$ cat config.mk
export PLATFORM = sky130hd
export DESIGN_NAME = cpu_sequencer_flat
export DESIGN_NICKNAME = d
export VERILOG_FILES = /design/src/rtl/cpu_sequencer_pkg.sv /design/src/rtl/cpu_sequencer_if.sv /design/src/rtl/cpu_sequencer.sv /design/src/flat_wrapper.sv
export SDC_FILE = /design/constraint.sdc
export NUM_CORES = 1
export LEC_CHECK = 0
export CAP_MARGIN = 0
export CORE_UTILIZATION = 35
export CTS_BUF_LIST = sky130_fd_sc_hd__clkbuf_2
export CTS_CLUSTER_DIAMETER = 150
export DETAILED_ROUTE_END_ITERATION = 8
export PLACE_DENSITY = 0.8
export SKIP_CTS_REPAIR_TIMING = 1
export SYNTH_ARGS = -nofsm -noshare
export SYNTH_HDL_FRONTEND = slang
export SYNTH_SLANG_ARGS = --single-unit
$ cat constraint.sdc
create_clock -name clk -period 2.1 [get_ports clk]
set_input_delay 0.42 -clock clk [delete_from_list [all_inputs] [get_ports clk]]
set_output_delay 0.42 -clock clk [all_outputs]
set_load 0.005 [all_outputs]
$ cat src/rtl/cpu_sequencer_pkg.sv
// Shared constants for the CPU sequencer: FSM states, reset/interrupt
// addresses and the opcode values the decoder recognises.
package cpu_sequencer_pkg;

  typedef enum logic [2:0] {
    ST_HALT  = 3'd0,
    ST_FETCH = 3'd1,
    ST_LOAD  = 3'd2,
    ST_EXEC  = 3'd3,
    ST_IRQ   = 3'd4
  } state_e;

  localparam logic [7:0] DEF_RESET_PC   = 8'h00;
  localparam logic [7:0] DEF_INT_VECTOR = 8'hF0;
  localparam int         DEF_CNT_WIDTH  = 16;

  // Opcode lives in ir[23:16]; operand byte in ir[7:0].
  localparam logic [7:0] OP_NOP = 8'h01;
  localparam logic [7:0] OP_JMR = 8'h02;
  localparam logic [7:0] OP_RTN = 8'h03;

  // Sequential PC advance; 8-bit arithmetic wraps FF -> 00.
  function automatic logic [7:0] pc_inc(input logic [7:0] p);
    return p + 8'd1;
  endfunction

endpackage

$ cat src/rtl/cpu_sequencer_if.sv
// ROM fetch and decoder bus between the sequencer and the datapath.
interface cpu_sequencer_if;
  logic [7:0]  rom_addr;
  logic [23:0] rom_data;
  logic [23:0] ir;
  logic [7:0]  pc;
  logic        commit;
  logic        dec_jump_enable;
  logic [7:0]  dec_jump_data;
  logic        dec_is_rtn;

  modport master (
    output rom_addr, ir, pc, commit,
    input  rom_data, dec_jump_enable, dec_jump_data, dec_is_rtn
  );

  modport slave (
    input  rom_addr, ir, pc, commit,
    output rom_data, dec_jump_enable, dec_jump_data, dec_is_rtn
  );
endinterface

$ cat src/rtl/cpu_sequencer.sv
// Multi-cycle control FSM: owns PC/IR, fetches from synchronous ROM,
// issues one commit strobe per instruction, handles run/step debug
// control, a single non-nesting interrupt and a retired-instruction count.
module cpu_sequencer
  import cpu_sequencer_pkg::*;
#(
  parameter logic [7:0] RESET_PC   = DEF_RESET_PC,
  parameter logic [7:0] INT_VECTOR = DEF_INT_VECTOR,
  parameter int         CNT_WIDTH  = DEF_CNT_WIDTH
) (
  input  logic                 clk,
  input  logic                 rst,
  input  logic                 run,
  input  logic                 step_req,
  cpu_sequencer_if.master      bus,
  input  logic                 irq,
  output logic                 irq_ack,
  output logic                 irq_push,
  output logic [7:0]           irq_push_data,
  output logic                 in_isr,
  output logic                 halted,
  output logic [CNT_WIDTH-1:0] instret
);

  state_e               state_q, state_d;
  logic [7:0]           pc_q, pc_d;
  logic [23:0]          ir_q, ir_d;
  logic                 in_isr_q, in_isr_d;
  logic                 step_q, step_d;
  logic [CNT_WIDTH-1:0] instret_q, instret_d;

  // State register; reset aborts any in-flight instruction.
  always_ff @(posedge clk) begin
    if (rst) begin
      state_q   <= ST_HALT;
      pc_q      <= RESET_PC;
      ir_q      <= '0;
      in_isr_q  <= 1'b0;
      step_q    <= 1'b0;
      instret_q <= '0;
    end else begin
      state_q   <= state_d;
      pc_q      <= pc_d;
      ir_q      <= ir_d;
      in_isr_q  <= in_isr_d;
      step_q    <= step_d;
      instret_q <= instret_d;
    end
  end

  // Next-state and state-decoded strobes.
  always_comb begin
    state_d       = state_q;
    pc_d          = pc_q;
    ir_d          = ir_q;
    in_isr_d      = in_isr_q;
    step_d        = step_q;
    instret_d     = instret_q;
    bus.commit    = 1'b0;
    irq_ack       = 1'b0;
    irq_push      = 1'b0;
    irq_push_data = pc_q;
    halted        = 1'b0;
    bus.rom_addr  = pc_q;
    case (state_q)
      ST_HALT: begin
        halted = 1'b1;
        if (run) begin
          state_d = ST_FETCH;
        end else if (step_req) begin
          state_d = ST_FETCH;
          step_d  = 1'b1;
        end
      end
      ST_FETCH: state_d = ST_LOAD;
      ST_LOAD: begin
        ir_d    = bus.rom_data;
        state_d = ST_EXEC;
      end
      ST_EXEC: begin
        bus.commit = 1'b1;
        pc_d       = bus.dec_jump_enable ? bus.dec_jump_data : pc_inc(pc_q);
        instret_d  = instret_q + 1'b1;
        step_d     = 1'b0;
        if (bus.dec_is_rtn && in_isr_q) in_isr_d = 1'b0;
        // Boundary decision: step, halt, interrupt, continue.
        if (step_q)                state_d = ST_HALT;
        else if (!run)             state_d = ST_HALT;
        else if (irq && !in_isr_d) state_d = ST_IRQ;
        else                       state_d = ST_FETCH;
      end
      ST_IRQ: begin
        irq_push = 1'b1;
        irq_ack  = 1'b1;
        in_isr_d = 1'b1;
        pc_d     = INT_VECTOR;
        state_d  = ST_FETCH;
      end
      default: state_d = ST_HALT;
    endcase
  end

  assign bus.ir  = ir_q;
  assign bus.pc  = pc_q;
  assign in_isr  = in_isr_q;
  assign instret = instret_q;

endmodule

$ cat src/flat_wrapper.sv
// flat-port wrapper written by rule: the top's interface ports become plain ports
module cpu_sequencer_flat import cpu_sequencer_pkg::*;
#(
  parameter logic [7:0] RESET_PC   = DEF_RESET_PC,
  parameter logic [7:0] INT_VECTOR = DEF_INT_VECTOR,
  parameter int         CNT_WIDTH  = DEF_CNT_WIDTH
)
  (clk, rst, run, step_req, irq, irq_ack, irq_push, irq_push_data, in_isr, halted, instret, bus_rom_addr, bus_ir, bus_pc, bus_commit, bus_rom_data, bus_dec_jump_enable, bus_dec_jump_data, bus_dec_is_rtn);
  cpu_sequencer_if bus_i ();
  input  logic clk;
  input  logic rst;
  input  logic run;
  input  logic step_req;
  input  logic irq;
  output logic irq_ack;
  output logic irq_push;
  output logic [7:0] irq_push_data;
  output logic in_isr;
  output logic halted;
  output logic [CNT_WIDTH-1:0] instret;
  output wire logic [$bits(bus_i.rom_addr)-1:0] bus_rom_addr;
  output wire logic [$bits(bus_i.ir)-1:0] bus_ir;
  output wire logic [$bits(bus_i.pc)-1:0] bus_pc;
  output wire logic [$bits(bus_i.commit)-1:0] bus_commit;
  input wire logic [$bits(bus_i.rom_data)-1:0] bus_rom_data;
  input wire logic [$bits(bus_i.dec_jump_enable)-1:0] bus_dec_jump_enable;
  input wire logic [$bits(bus_i.dec_jump_data)-1:0] bus_dec_jump_data;
  input wire logic [$bits(bus_i.dec_is_rtn)-1:0] bus_dec_is_rtn;
  assign bus_rom_addr = bus_i.rom_addr;
  assign bus_ir = bus_i.ir;
  assign bus_pc = bus_i.pc;
  assign bus_commit = bus_i.commit;
  assign bus_i.rom_data = bus_rom_data;
  assign bus_i.dec_jump_enable = bus_dec_jump_enable;
  assign bus_i.dec_jump_data = bus_dec_jump_data;
  assign bus_i.dec_is_rtn = bus_dec_is_rtn;
  cpu_sequencer #(.RESET_PC(RESET_PC), .INT_VECTOR(INT_VECTOR), .CNT_WIDTH(CNT_WIDTH)) u_core (.clk(clk), .rst(rst), .run(run), .step_req(step_req), .bus(bus_i), .irq(irq), .irq_ack(irq_ack), .irq_push(irq_push), .irq_push_data(irq_push_data), .in_isr(in_isr), .halted(halted), .instret(instret));
endmodule
* After elaboration in Yosys (flattened, before gate mapping)
Index checks and enable logic that the tools add are counted.
** Word-level totals
- Register bits after elaboration :: 53
- Output and inout port bits :: 69
** Operators by class
- Add/sub/neg operators :: 2
- Muxes and demuxes :: 17
- Eq/ne operators :: 7
- Reduce and logical (&&, ||, !) cells :: 7
** Operators with widths (number)
- adder 16 x 1 -> 16 bit (second input constant) :: 1
- one-hot mux 8 bit (2 select lines) :: 1
- 2-to-1 mux 3 bit :: 5
- one-hot mux 3 bit (5 select lines) :: 1
- adder 8 x 1 -> 8 bit (second input constant) :: 1
- 2-to-1 mux 8 bit :: 1
- 2-to-1 mux 1 bit :: 7
- == test 3 x 2 -> 1 bit (second input constant) :: 2
- != test 2 bit (second input constant) :: 2
- one-hot mux 1 bit (2 select lines) :: 2
- nonzero test 2 bit :: 2
- == test 3 x 1 -> 1 bit (second input constant) :: 1
- == test 3 bit (second input constant) :: 1
- zero test 3 bit :: 1
- != test 3 bit (second input constant) :: 1
- AND reduction 3 bit :: 1
- logical AND 1 bit :: 2
- zero test 1 bit :: 1

* Longest topological paths before layout
Gate-level depths: netlist of the first run.
- Depth in word-level cells :: 9
- Depth in mapped cells :: 7
- Depth with buffers taken out :: 5

* Worst setup path after synthesis of the first run
OpenSTA, ideal clock, no wires.
- Path kind :: register to register
- From :: register u_core.state_q[1]
- To :: register u_core.ir_q[16] (netlist: u_core.bus.ir[16])
- Setup time :: 0.132 ns
- Buffers on the path :: 3
- Stages on the path, launching flop included :: 7
- Required time :: 1.968 ns
- Setup slack :: 0.623 ns
- Arrival time :: 1.345 ns
- Path through :: dfxtp_1 buf_4 or3b_2 clkbuf_1 clkbuf_1 nand2_1 a21oi_1
** On the way
- Word-level cells in the longest chain between the ends :: 1
** Ends and longest elaborated chain
- start: declaration :: RTL line cpu_sequencer.sv:25 : state_e state_q, state_d;
- start signal: assignment :: RTL line cpu_sequencer.sv:42 : state_q <= state_d;
- == test 3 x 2 -> 1 bit :: RTL line cpu_sequencer.sv:65 : case (state_q)
- end signal: assignment :: RTL line cpu_sequencer.sv:44 : ir_q <= ir_d;
- end: declaration :: RTL line cpu_sequencer.sv:27 : logic [23:0] ir_q, ir_d;
No other way between the ends.
A chain may end at the register's enable or synchronous reset.

* Final worst setup path of the first run
- From :: register u_core.state_q[2]
- To :: output irq_ack
** On the way
- Word-level cells in the longest chain between the ends :: 2
** Ends and longest elaborated chain
- == test 3 bit :: RTL line cpu_sequencer.sv:65
- 2-to-1 mux 1 bit :: RTL line cpu_sequencer.sv:65
- end: declaration :: RTL line flat_wrapper.sv:15 : output logic irq_ack;
No other way between the ends.

==> metrics.md, run 1 <==
| Metric | Value |
|---|---|
| Status | `finished, violations left` |
| Failing checks | `design-rule violations` |
| GRT Overall Usage | `0.173` |
| Async S/R FF share, synth | `0` |
| P_leak | `1.31 nW` |
| Synth Flop Type | `dfxtp_1` |
| Vias in the first global route | `2081` |
| Crit start category | `flip-flop` |
| Worst Path Arrival | `1.56 ns` |
| Final HPWL DP | `4510 um` |
| Setup TNS | `0 ns` |
| Nature of the critical path endpoint | `primary output` |
| Skew-Pair Late Insertion Delay | `0.43 ns` |
| Clock-pin slew on the worst setup and hold paths | `0.27 ns` |
| Actual slew at the worst max-slew pin | `0.527 ns` |
| Crit path from | `u_core.state_q[2]$_SDFFE_PP0P_` |
| Syn Inst Count | `291` |
| Fmax | `505 MHz` |
| Post-synth top cells | `nand2_1, dfxtp_1, a21oi_1, buf_4, nor2_1` |
| Area grow syn2layout | `48.2%` |
| Initial DRC Count | `99` |
| Worst min-delay path startpoint | `rst` |
| Synth warn | `0` |
| Min Tclk post-route | `1.98 ns` |
| Port Buf Inserts | `107` |
| DRC | `18` |
| Worst-case clock buffer depth | `2` |
| RSZ-0062 raised after global routing | `false` |
| #FFs+latches synth | `53` |
| Setup CP Type | `reg -> out` |
| Netlist cell types | `35` |
| Initial antenna violation count | `0` |
| Layout cells sized above 1 | `0.0853` |
| Slew headroom | `0.648` |
| Vias post-DR | `2324` |
| Core ar. | `0.00642 mm^2` |
| P per Cell Area | `541 mW/mm^2` |
| First-pass GRT wire length | `9900 um` |
| Ranking of synthesized cells by area | `dfxtp_1, nand2_1, a21oi_1` |
| Worst flop-to-flop path startpoint | `u_core.state_q[2]$_SDFFE_PP0P_` |
| CTS tree | `yes` |
| Congestion Overflow GR | `0` |
| # setup viols final | `0` |
| # rows | `29` |
| Mapped Area | `0.00236 mm^2` |
| Synth area leader | `dfxtp_1` |
| Final nets | `427` |
| Synth top area share | `0.450` |
| Routed Antenna Nets | `0` |
| # IOs | `108` |
| Die area | `0.00707 mm^2` |
| WL per Instance | `13.6 um` |
| Final WL | `6310 um` |
| Vias per cell | `5.01` |
| Slew Limit Fails | `0` |
| Die Width | `84.1 um` |
| Setup WS pre-CTS | `0.323 ns` |
| Final worst setup slack | `0.120 ns` |
| First drt pass iteration count | `6` |
| EDFF count, synth | `0` |
| Ant diodes | `0` |
| Syn Nets | `332` |
| CP Max Fanout | `6` |
| Final hold vios | `0` |
| Total clock sinks | `53` |
| Final Cycle Share | `0.943` |
| Count leader, synth | `nand2_1` |
| Total power | `1.89 mW` |
| Max-cap violations | `0` |
| TritonCTS buffer count | `5` |
| H-tree depth reported by CTS | `2` |
| Gpl congestion | `0.773` |
| Clk root buf | `clkbuf_2` |
| Die height | `84.1 um` |
| Post-Syn Area per Cell | `8.10 um^2` |
| Tightest Hold Check Type | `in -> reg` |
| Sequential area share after synthesis | `0.450` |
| Final Skew | `0.0154 ns` |
| Largest net degree at the start of global routing | `25` |
| Max VDD drop | `0.419 mV` |
| Initial Utilization | `0.367` |
| Critical Path RT | `1.68 ns` |
-- placed cells by master, fill, tap and decap left out, types with 3 or more instances in the layout --
cell type / n
xnor2_1: 6
dfxtp_4: 3
o221ai_1: 4
xor2_1: 8
nor3_1: 5
dfxtp_1: 50
clkbuf_2: 6
nor2_1: 16
nand4_1: 4
dlymetal6s2s_1: 4
nand3_1: 10
clkdlybuf4s50_1: 102
and3_1: 4
or3_1: 5
a21oi_1: 42
nand2_1: 61
buf_4: 13
o21ai_0: 9
inv_1: 6
-- state kept, by name, indices dropped and copies added (netlist names) --
signal and cells:
u_core.bus.ir 24, u_core.instret 16, u_core.bus.pc 8, u_core.state_q 3
u_core.in_isr 1, u_core.step_q 1
-- layout make-up --
class	instances	area, um^2
Fill cell	591	2930
Timing Repair Buffer	120	1170
Multi-Input combinational cell	199	1090
Sequential cell	53	1070
Tap cell	77	96.3
Clock buffer	6	30.0
Inverter	7	26.3
Clock inverter	2	10.0
-- power breakdown --
group          internal [mW]  total [mW]  switching [mW]
sequential              1.06        1.10          0.0460
clock                 0.0839       0.399           0.315
combinational          0.230       0.388           0.157
-- logic make-up after synthesis --
group,after synthesis,synth area share
AOI/OAI and AO/OA,60,0.138
xor gates and xnor gates,14,0.0520
adders and majority gates,2,0.0106
buffers and inverters,39,0.0934
DFF,53,0.450
muxes,1,0.00424
and+or+nand+nor,122,0.252
-- path summary, 6_finish.rpt --
| path | end | slack, ns | cells past startpoint |
|---|---|---|---|
| worst max register to register | u_core.instret[11]$_SDFFE_PP0P_ | 0.44 | 5 |
| worst min register to register | u_core.state_q[2]$_SDFFE_PP0P_ | 0.46 | 1 |
| worst min-delay path | u_core.bus.pc[1]$_SDFFE_PP0P_ | 0.33 | 2 |
| worst max-delay path | irq_ack | 0.12 | 5 |
-- layer usage --
metal / part of all wire / global-route usage / up-vias
met1: 0.42 / 0.207 / 1073
met3: 0.082 / 0.0544 / 5
met2: 0.49 / 0.303 / 81
met4: 0.0057 / 0.0376 / 0
met5: 0 / 0 / -
li1: - / - / 1165
-- critical path: stages (launching register included) --
cell and delay [ns]:
dfxtp_4 0.43, nor3b_2 0.16, buf_4 0.14, buf_4 0.13, buf_4 0.13, dlymetal6s2s_1 0.15
-- stage by stage --
step	hold WS, ns	instances	area, um^2	utilization
floorplan	0.412	291	2360	-
CTS	0.318	457	3410	0.531
finish	0.335	464	3500	0.544
global route	0.313	464	3500	0.544
global placement	0.441	449	3370	0.525
detailed placement	0.446	449	3370	0.525
Note: power is estimated with default switching activity, not from simulation.
==> run 2, diff against run 1 <==
clock period = 2.4 ns   (was 2.1 ns; I/O delays follow)
==> run 2 against run 1 <==
  * Via count decreased by 3.4%
  * The run still ends with design-rule violations left
  * Routed wire length decreased by 5.0%
  * Largest power group unchanged
  * Critical path type unchanged
  * Final area fell by 1.4%
  * Worst setup slack better by 0.015 ns
==> metrics.md, run 2 (synthesis results as in run 1) <==
| Metric | Value |
|---|---|
| Status | `finished, violations left (unchanged)` |
| Failing checks | `design-rule violations (unchanged)` |
| Final nets | `418 (was 427)` |
| Worst flop-to-flop path startpoint | `u_core.instret[0]$_SDFFE_PP0P_ (was u_core.state_q[2]$_SDFFE_PP0P_)` |
| Setup TNS | `0 ns (unchanged)` |
| Die Width | `84.1 um (unchanged)` |
| RSZ-0062 raised after global routing | `false (unchanged)` |
| P per Cell Area | `512 mW/mm^2 (was 541 mW/mm^2)` |
| Routed Antenna Nets | `0 (unchanged)` |
| Max VDD drop | `0.318 mV (was 0.419 mV)` |
| Final Skew | `0.0368 ns (was 0.0154 ns)` |
| Layout cells sized above 1 | `0.0608 (was 0.0853)` |
| Crit-path cells | `nor3b_4 -> clkdlybuf4s50_1 (was nor3b_2 -> buf_4 -> buf_4 -> buf_4 -> dlymetal6s2s_1)` |
| CP delay by family, top | `buffers and inverters (unchanged)` |
| Slew Limit Fails | `0 (unchanged)` |
| Largest net degree at the start of global routing | `27 (was 25)` |
| CTS tree | `yes (unchanged)` |
| Worst path bufs/invs | `1 (was 4)` |
| DRC | `18 (unchanged)` |
| Core ar. | `0.00642 mm^2 (unchanged)` |
| Initial antenna violation count | `0 (unchanged)` |
| # setup viols final | `0 (unchanged)` |
| WHS | `0.375 ns (was 0.335 ns)` |
| Congestion Overflow GR | `0 (unchanged)` |
| RR Endpoint | `u_core.instret[12]$_SDFFE_PP0P_ (was u_core.instret[11]$_SDFFE_PP0P_)` |
| Slowest CP cell | `clkdlybuf4s50_1 (was dfxtp_4)` |
| Commonest non-fill, non-tap cell in the layout | `clkdlybuf4s50_1 (unchanged)` |
| TritonCTS buffer count | `5 (unchanged)` |
| Clk root buf | `clkbuf_2 (unchanged)` |
| Total power | `1.76 mW (was 1.89 mW)` |
| Hold EP | `u_core.bus.pc[4]$_SDFFE_PP0P_ (was u_core.bus.pc[1]$_SDFFE_PP0P_)` |
| Worst Path Arrival | `1.79 ns (was 1.56 ns)` |
| Setup WS pre-CTS | `0.353 ns (was 0.323 ns)` |
| Final WL | `5990 um (was 6310 um)` |
| Port Buf Inserts | `107 (unchanged)` |
| Largest register FFs | `24 (unchanged)` |
| Max-cap violations | `0 (unchanged)` |
| First drt pass iteration count | `6 (unchanged)` |
| Nature of the critical path endpoint | `primary output (unchanged)` |
| Final cell count without fillers | `455 (was 464)` |
| Flop2flop setup slack | `0.68 ns (was 0.44 ns)` |
| Vias per cell | `4.93 (was 5.01)` |
| Actual slew at the worst max-slew pin | `0.511 ns (was 0.527 ns)` |
| Worst min-delay path startpoint | `rst (unchanged)` |
| First-pass GRT wire length | `9910 um (was 9900 um)` |
| Fmax | `441 MHz` |
| Clock-pin slew on the worst setup and hold paths | `0.28 ns (was 0.27 ns)` |
| H-tree depth reported by CTS | `2 (unchanged)` |
| Tightest Hold Check Type | `in -> reg (unchanged)` |
| Die area | `0.00707 mm^2 (unchanged)` |
| CP Max Fanout | `9 (was 6)` |
| Final HPWL DP | `4360 um (was 4510 um)` |
| Initial DRC Count | `113 (was 99)` |
| Setup CP Type | `reg -> out (unchanged)` |
| P_leak | `1.21 nW (was 1.31 nW)` |
| FILL cells | `608 (was 591)` |
| WL per Instance | `13.2 um (was 13.6 um)` |
| Critical Path RT | `1.92 ns (was 1.68 ns)` |
| # placed instances | `447 (was 449)` |
| Final worst setup slack | `0.134 ns (was 0.120 ns)` |
| Min Tclk post-route | `2.27 ns` |
| Skew-Pair Late Insertion Delay | `0.44 ns (was 0.43 ns)` |
| Vias post-DR | `2245 (was 2324)` |
| Hold path depth | `4 (was 2)` |
| Area grow syn2layout | `46.1% (was 48.2%)` |
| Crit start category | `flip-flop (unchanged)` |
| Ant diodes | `0 (unchanged)` |
| Final Cycle Share | `0.944` |
| Worst-case clock buffer depth | `2 (unchanged)` |
| Die height | `84.1 um (unchanged)` |
| Slew headroom | `0.660 (was 0.648)` |
| CP max stage delay | `0.56 ns (was 0.43 ns)` |
| GRT Overall Usage | `0.172 (was 0.173)` |
| Final hold vios | `0 (unchanged)` |
| # IOs | `108 (unchanged)` |
| Gpl congestion | `0.793 (was 0.773)` |
| R2r worst-path depth | `5 (unchanged)` |
| Initial Utilization | `0.367 (unchanged)` |
| Total clock sinks | `53 (unchanged)` |
| Commonest non-fill, non-tap cells in the layout | `clkdlybuf4s50_1, nand2_1, dfxtp_1, a21oi_1, nor2_1 (unchanged)` |
| Vias in the first global route | `2055 (was 2081)` |
| # rows | `29 (unchanged)` |
-- run 2: cell type report --
type / instances / area (um^2) / share of cell area
timing repair buffer: 111 / 1100 / 0.318
inverter: 7 / 26.3 / 0.00763
tap: 77 / 96.3 / 0.0280
multi-input combinational: 199 / 1090 / 0.317
clock buffer: 6 / 30.0 / 0.00871
sequential: 53 / 1060 / 0.309
clock inverter: 2 / 38.8 / 0.0113
-- run 2: worst max path at each step --
stage,to,start,cells past startpoint,slack [ns]
finish,irq_ack,u_core.state_q[2]$_SDFFE_PP0P_,2,0.13
global route,irq_ack,u_core.state_q[2]$_SDFFE_PP0P_,2,0.01
CTS,irq_ack,u_core.state_q[2]$_SDFFE_PP0P_,2,-0.22
detailed placement,irq_ack,u_core.state_q[2]$_SDFFE_PP0P_,2,0.35
global placement,irq_ack,u_core.state_q[2]$_SDFFE_PP0P_,2,0.38
floorplan,irq_push,u_core.state_q[0]$_SDFFE_PP0P_,3,0.87
-- run 2: metrics by stage --
step / instance area [um^2] / util
floorplan: 2360 / -
global placement: 3360 / 0.523
detailed placement: 3360 / 0.523
CTS: 3430 / 0.533
global route: 3450 / 0.537
finish: 3450 / 0.537
-- run 2: tightest hold or removal path, stage by stage --
cell,delay [ns]
buf_2,0.11
inv_1,0.10
o221ai_1,0.09
a21oi_1,0.05
-- run 2: where the power goes --
group	switching (mW)	internal, mW	leakage [nW]
logic	0.128	0.194	0.740
clock network	0.285	0.182	0.0432
registers	0.0451	0.928	0.431
-- run 2: routing by layer --
| metal | part of all wire | up-vias | global-route usage |
|---|---|---|---|
| met5 | 0 | - | 0 |
| met4 | 0.0090 | 0 | 0.0423 |
| met3 | 0.079 | 6 | 0.0544 |
| met2 | 0.48 | 84 | 0.292 |
| met1 | 0.44 | 1012 | 0.212 |
| li1 | - | 1143 | - |
